<file path="src/rtl/duty_button_conditioner.sv">
`default_nettype none
// ============================================================================
// Module      : duty_button_conditioner
// Description : Turns two raw push buttons into clean one-cycle
//               increase_duty / decrease_duty pulses for the PWM generator.
//               Each button has a 2-FF synchroniser, a debounce counter and
//               rising-edge detection. The two buttons exclude each other.
//               Optional hold-to-repeat behaviour is enabled by defining the
//               macro DUTY_BTN_AUTO_REPEAT_EN.
// Revision    : 1.0 - initial release
// ============================================================================
module duty_button_conditioner #(
    parameter int DEBOUNCE_CYCLES = 4,
    parameter int CNT_W           = 16,
    parameter int REPEAT_DELAY    = 20,
    parameter int REPEAT_PERIOD   = 10
) (
    input  logic clk,
    input  logic rst_n,
    input  logic btn_inc_raw,
    input  logic btn_dec_raw,
    output logic increase_duty,
    output logic decrease_duty,
    output logic inc_level,
    output logic dec_level
);

    // Channel 0 is "increase", channel 1 is "decrease".
    localparam int NUM_CH = 2;

    localparam longint          CNT_MAX  = (longint'(1) << CNT_W) - 1;
    localparam logic [CNT_W-1:0] CNT_ONE  = {{(CNT_W-1){1'b0}}, 1'b1};
    // The level flips on the edge where the counter would reach DEBOUNCE_CYCLES,
    // i.e. when it currently holds DEBOUNCE_CYCLES-1.
    localparam logic [CNT_W-1:0] DEB_LAST = CNT_W'(DEBOUNCE_CYCLES - 1);

    // Refuse to build a configuration whose counters cannot hold their limits.
    if (DEBOUNCE_CYCLES < 1 || longint'(DEBOUNCE_CYCLES) > CNT_MAX ||
        REPEAT_DELAY < 1    || longint'(REPEAT_DELAY) > CNT_MAX    ||
        REPEAT_PERIOD < 1   || longint'(REPEAT_PERIOD) > CNT_MAX) begin : g_param_check
        $error("duty_button_conditioner: counter width too small or limit below 1");
    end

    logic [NUM_CH-1:0] raw_w;      // raw button inputs, channel-indexed
    logic [NUM_CH-1:0] level_w;    // debounced stable levels
    logic [NUM_CH-1:0] level_prev_q;
    logic [NUM_CH-1:0] rise_w;     // stable level rose on the last edge
    logic [NUM_CH-1:0] press_w;    // rising edge that survives mutual exclusion
    logic [NUM_CH-1:0] pulse_d;
    logic [NUM_CH-1:0] pulse_q;

    assign raw_w = {btn_dec_raw, btn_inc_raw};

    // ------------------------------------------------------------------------
    // Per-button synchroniser and debounce
    // ------------------------------------------------------------------------
    for (genvar g = 0; g < NUM_CH; g++) begin : g_btn
        logic [1:0]       sync_q;
        logic [CNT_W-1:0] cnt_q;
        logic [CNT_W-1:0] cnt_d;
        logic             level_q;
        logic             level_d;

        // Two-flop synchroniser for the asynchronous button input.
        always_ff @(posedge clk or negedge rst_n) begin
            if (!rst_n) begin
                sync_q <= 2'b00;
            end else begin
                sync_q <= {sync_q[0], raw_w[g]};
            end
        end

        // Count consecutive disagreeing samples; adopt the new level once enough accumulate.
        always_comb begin
            cnt_d   = '0;
            level_d = level_q;
            if (sync_q[1] != level_q) begin
                if (cnt_q >= DEB_LAST) begin
                    level_d = sync_q[1];
                end else begin
                    cnt_d = cnt_q + CNT_ONE;
                end
            end
        end

        // Debounce counter and stable level registers.
        always_ff @(posedge clk or negedge rst_n) begin
            if (!rst_n) begin
                cnt_q   <= '0;
                level_q <= 1'b0;
            end else begin
                cnt_q   <= cnt_d;
                level_q <= level_d;
            end
        end

        assign level_w[g] = level_q;
    end

    // ------------------------------------------------------------------------
    // Edge detection and mutual exclusion
    // ------------------------------------------------------------------------

    // Delayed copy of the stable levels for rising-edge detection.
    always_ff @(posedge clk or negedge rst_n) begin
        if (!rst_n) begin
            level_prev_q <= '0;
        end else begin
            level_prev_q <= level_w;
        end
    end

    assign rise_w = level_w & ~level_prev_q;

    // A rise is dropped while the other level is high. Simultaneous rises leave
    // both levels high together, so both are dropped by the same test.
    assign press_w[0] = rise_w[0] & ~level_w[1];
    assign press_w[1] = rise_w[1] & ~level_w[0];

`ifdef DUTY_BTN_AUTO_REPEAT_EN
    // ------------------------------------------------------------------------
    // Hold-to-repeat FSM, shared by both channels
    // ------------------------------------------------------------------------
    typedef enum logic [1:0] {
        ST_IDLE   = 2'd0,
        ST_HOLD   = 2'd1,
        ST_REPEAT = 2'd2
    } state_t;

    localparam logic [CNT_W-1:0] DELAY_LAST  = CNT_W'(REPEAT_DELAY - 1);
    localparam logic [CNT_W-1:0] PERIOD_LAST = CNT_W'(REPEAT_PERIOD - 1);

    state_t            state_q;
    state_t            state_d;
    logic              ch_q;       // latched channel: 0 = increase, 1 = decrease
    logic              ch_d;
    logic [CNT_W-1:0]  rcnt_q;
    logic [CNT_W-1:0]  rcnt_d;
    logic [CNT_W-1:0]  rlimit_w;
    logic [NUM_CH-1:0] rep_w;

    // The first repeat waits the long delay, later ones the shorter period.
    assign rlimit_w = (state_q == ST_HOLD) ? DELAY_LAST : PERIOD_LAST;

    // Next-state logic: latch on a press, abort on release or a competing press.
    always_comb begin
        state_d = state_q;
        ch_d    = ch_q;
        rcnt_d  = rcnt_q;
        rep_w   = '0;
        case (state_q)
            ST_IDLE: begin
                if (|press_w) begin
                    state_d = ST_HOLD;
                    ch_d    = press_w[1];
                    rcnt_d  = '0;
                end
            end
            ST_HOLD, ST_REPEAT: begin
                if (!level_w[ch_q] || rise_w[~ch_q]) begin
                    state_d = ST_IDLE;
                    rcnt_d  = '0;
                end else if (rcnt_q >= rlimit_w) begin
                    rep_w[ch_q] = ~level_w[~ch_q];
                    state_d     = ST_REPEAT;
                    rcnt_d      = '0;
                end else begin
                    rcnt_d = rcnt_q + CNT_ONE;
                end
            end
            default: begin
                state_d = ST_IDLE;
                rcnt_d  = '0;
            end
        endcase
    end

    // Repeat FSM state register.
    always_ff @(posedge clk or negedge rst_n) begin
        if (!rst_n) begin
            state_q <= ST_IDLE;
            ch_q    <= 1'b0;
            rcnt_q  <= '0;
        end else begin
            state_q <= state_d;
            ch_q    <= ch_d;
            rcnt_q  <= rcnt_d;
        end
    end

    // A repeat never coincides with a press: presses on the latched channel are
    // impossible while it is held, and a press on the other one aborts the FSM.
    assign pulse_d = press_w | rep_w;
`else
    assign pulse_d = press_w;
`endif

    // Registered one-cycle output pulses.
    always_ff @(posedge clk or negedge rst_n) begin
        if (!rst_n) begin
            pulse_q <= '0;
        end else begin
            pulse_q <= pulse_d;
        end
    end

    assign increase_duty = pulse_q[0];
    assign decrease_duty = pulse_q[1];
    assign inc_level     = level_w[0];
    assign dec_level     = level_w[1];

endmodule
`default_nettype wire

</file>
<file path="config.mk">
export PLATFORM = sky130hd
export DESIGN_NAME = duty_button_conditioner
export DESIGN_NICKNAME = d
export VERILOG_FILES = /design/src/rtl/duty_button_conditioner.sv
export SDC_FILE = /design/constraint.sdc
export NUM_CORES = 1
export LEC_CHECK = 0
export CORE_UTILIZATION = 45
export CTS_BUF_LIST = sky130_fd_sc_hd__clkbuf_4 sky130_fd_sc_hd__clkbuf_8 sky130_fd_sc_hd__clkbuf_16
export DETAILED_ROUTE_END_ITERATION = 12
export GPL_ROUTABILITY_DRIVEN = 0
export PLACE_DENSITY = 0.71
export SLEW_MARGIN = 30
export SYNTH_ARGS = -nofsm -noshare
export SYNTH_HDL_FRONTEND = slang
export SYNTH_SLANG_ARGS = --single-unit
</file>
<file path="constraint.sdc">
create_clock -name clk -period 1.65 [get_ports clk]
set_input_delay 0.495 -clock clk [delete_from_list [all_inputs] [get_ports clk]]
set_output_delay 0.495 -clock clk [all_outputs]
set_load 0.02 [all_outputs]
</file>
==> results.md <==
## Timing
* Setup Skew: 0.00236 ns
* setup repair after global routing missed its margin: false
* PnR worst setup slack: 0.104 ns
* setup TNS after final layout: 0 ns
* minimum period implied by the final worst setup slack: 1.55 ns
* final slew viol count: 0
* Final setup violation count: 0
* peak clock frequency supported by timing: 0.647 GHz
* Hold Vio Cnt, Final: 0
* period utilization: 93.7%

## Routing
* DRC marker count from the first detailed-route iteration: 0
* vias post-DR: 564
* sum of routed wire length over all layers: 1420 um
* routed wire length per instance: 10.2 um
* count of TritonRoute iterations in the first routing pass: 1
* vias per cell: 4.03
* antenna viol nets, final: 0
* DRC violation count after routing: 0

## Setup path
* type of the worst setup path: reg2reg
* nature of the critical path endpoint: flop
* launch point of the worst path: g_btn[0].cnt_q[0]
* CP startpoint kind: flop
* RR Startpoint: g_btn[0].cnt_q[0]
* maximum net fanout on the critical path: 3
* length in cells of the worst reg-to-reg path: 4
* Worst R2R Setup Slack: 0.10 ns
* Arr. time, crit path: 1.77 ns
* capturing point of the worst reg2reg path: inc_level
* Req. time, crit path: 1.88 ns

## Power
* Total Power Consumption: 1.79 mW
* Internal Dissipation: 1.46 mW
* combinational share of power: 3.8%
* Max VDD drop: 0.000974 V
* leakage dissipation: 0.741 nW
* part of the power in registers: 60.8%
* switching share of power: 18.7%
* pwr/cell area: 1170 nW/um2
* relative contribution of the clock network to total power: 35.3%
* switching component of the power: 0.335 mW

## Floorplan
* Die Footprint: 2920 um2
* standard cell core area: 2520 um2
* number of placement rows: 18
* number of ports placed on the die boundary: 8
* effective utilization at floorplan: 48.4%
* vertical die dimension: 54.1 um
* horizontal extent of the die: 54.1 um

## Layout
* antenna cells: 0
* area growth from synthesis to layout: 25.9%
* final-stage net count: 115
* share of post-route cells with drive strength above 1: 12.7%
* post-route cell area: 1540 um2
* utilization after layout: 60.9%

## Clock network
* htree depth: 2
* clock tree from TritonCTS: done
* clock sink total: 42
* clock network latency to the later pin of the worst-skew pair: 0.33 ns
* clock-pin slew of the registers on the worst-case setup and hold paths: 0.10 ns
* TritonCTS buffer count: 5
* clk buf depth: 2
* quantity of hold-fixing buffers added after cts: 0
* clock root buffer: clkbuf_4

## Placed design
* number of buffers added on ports: 7
* worst slack at placement: 0.102 ns
* HPWL after DPL: 1040 um
* total cell area at the placement stage: 1460 um2

## Worst hold path
* class of the most critical hold timing path: in2async

## Synthesis
* netlist area before placement: 1220 um2
* number of synthesized register bits: 42
* Warnings, synthesis: 0
* proportion of synthesized chip area in sequential cells: 86.2%
* gate count after technology mapping: 65
* count of distinct cell types in the synthesized netlist: 9
* average cell area after synthesis: 18.8 um2

## Status
* run status: complete, no violations

## Job
* number of max-cap violations: 0

## Global route
* GRT overflow: 0
* total routing resource utilization after global routing: 11.9%
* wire length of the first global-routing pass: 2160 um
* pin count of the biggest net entering global routing: 27
* vias in the first global route: 545
* initial antenna violation count: 0

==> cell type report <==
| class | instances | area, um2 |
|---|---|---|
| flip-flops and latches | 42 | 1050 |
| fillers | 196 | 986 |
| multi-input cells | 50 | 270 |
| repair buffers | 10 | 95.1 |
| clock buffers | 7 | 52.6 |
| well taps | 30 | 37.5 |
| clock inverters | 1 | 30.0 |
==> kinds of logic after synthesis <==
kind of cell             synth area share, %
other                                  0.307
multiplexers                            1.85
XOR/XNOR                                1.44
flip-flops                              86.2
adder cells (fa/ha/maj)                 2.05
AND/OR/NAND/NOR                         8.21
==> cell usage in the layout (no fill, tap or decap) <==
cell type        count
clkdlybuf4s50_1      2
clkbuf_4             7
buf_4                2
conb_1              28
nand4_1              2
ha_1                 2
mux2_2               2
buf_2                1
nor3_1               4
nor4_1               6
buf_12               1
dlygate4sd2_1        4
dfrtp_1             42
nor3b_1              4
xnor2_1              2
bufinv_16            1
==> registers in the layout (all words and copies together) (netlist names) <==
| name | cells |
|---|---|
| g_btn.sync_q | 4 |
| inc_level | 1 |
| g_btn.cnt_q | 32 |
| pulse_q | 2 |
| level_prev_q | 2 |
| dec_level | 1 |
==> timing repair <==
item,CTS,global route
resized for setup,4,0
setup buffers,0,0
setup endpoints to repair,4,0
==> metal layers <==
metal	GRT usage, %	up-vias	part of all wire (%)
met3	6.78	3	5.3
met2	19.8	11	53
met1	11.1	267	40
met4	7.69	0	1.8
met5	0	-	0
li1	-	283	-
==> synth_stat cells (all sizes together) <==
master	number	area, um2
nor4	6	37.5
ha	2	25.0
dfrtp	42	1050
nor3b	4	30.0
nor3	4	20.0
xnor2	2	17.5
conb	1	3.75
nand4	2	12.5
mux2	2	22.5
==> worst max-delay path: stages, from the launching register on <==
cell and delay, ns:
dfrtp_1 0.41, ha_1 0.20, nor4_1 0.31, nand4_1 0.21, mux2_2 0.32
==> worst max-delay path by stage <==
stage	endpoint	slack, ns	cells after the start
finish	inc_level	0.10	4
CTS	inc_level	0.07	1
global route	inc_level	0.02	4
detailed placement	inc_level	0.10	4
floorplan	inc_level	0.29	4
global placement	inc_level	0.23	1
==> through the flow <==
stage | hold slack, ns | instances
after floorplan | 0.199 | 92
after global placement | 0.332 | 132
after detailed placement | 0.339 | 132
after CTS | 0.0550 | 140
after global routing | 0.0488 | 140
final | 0.0648 | 140
==> power by group through the flow <==
stage,registers [mW],clock network (mW),logic (mW)
after detailed placement,1.11,0,0.0720
after global routing,1.09,0.693,0.0792
after global placement,1.11,0,0.0703
after CTS,1.09,0.657,0.0692
final,1.09,0.633,0.0687
after floorplan,1.11,0,0.0183
(Power assumes the default switching activity.)
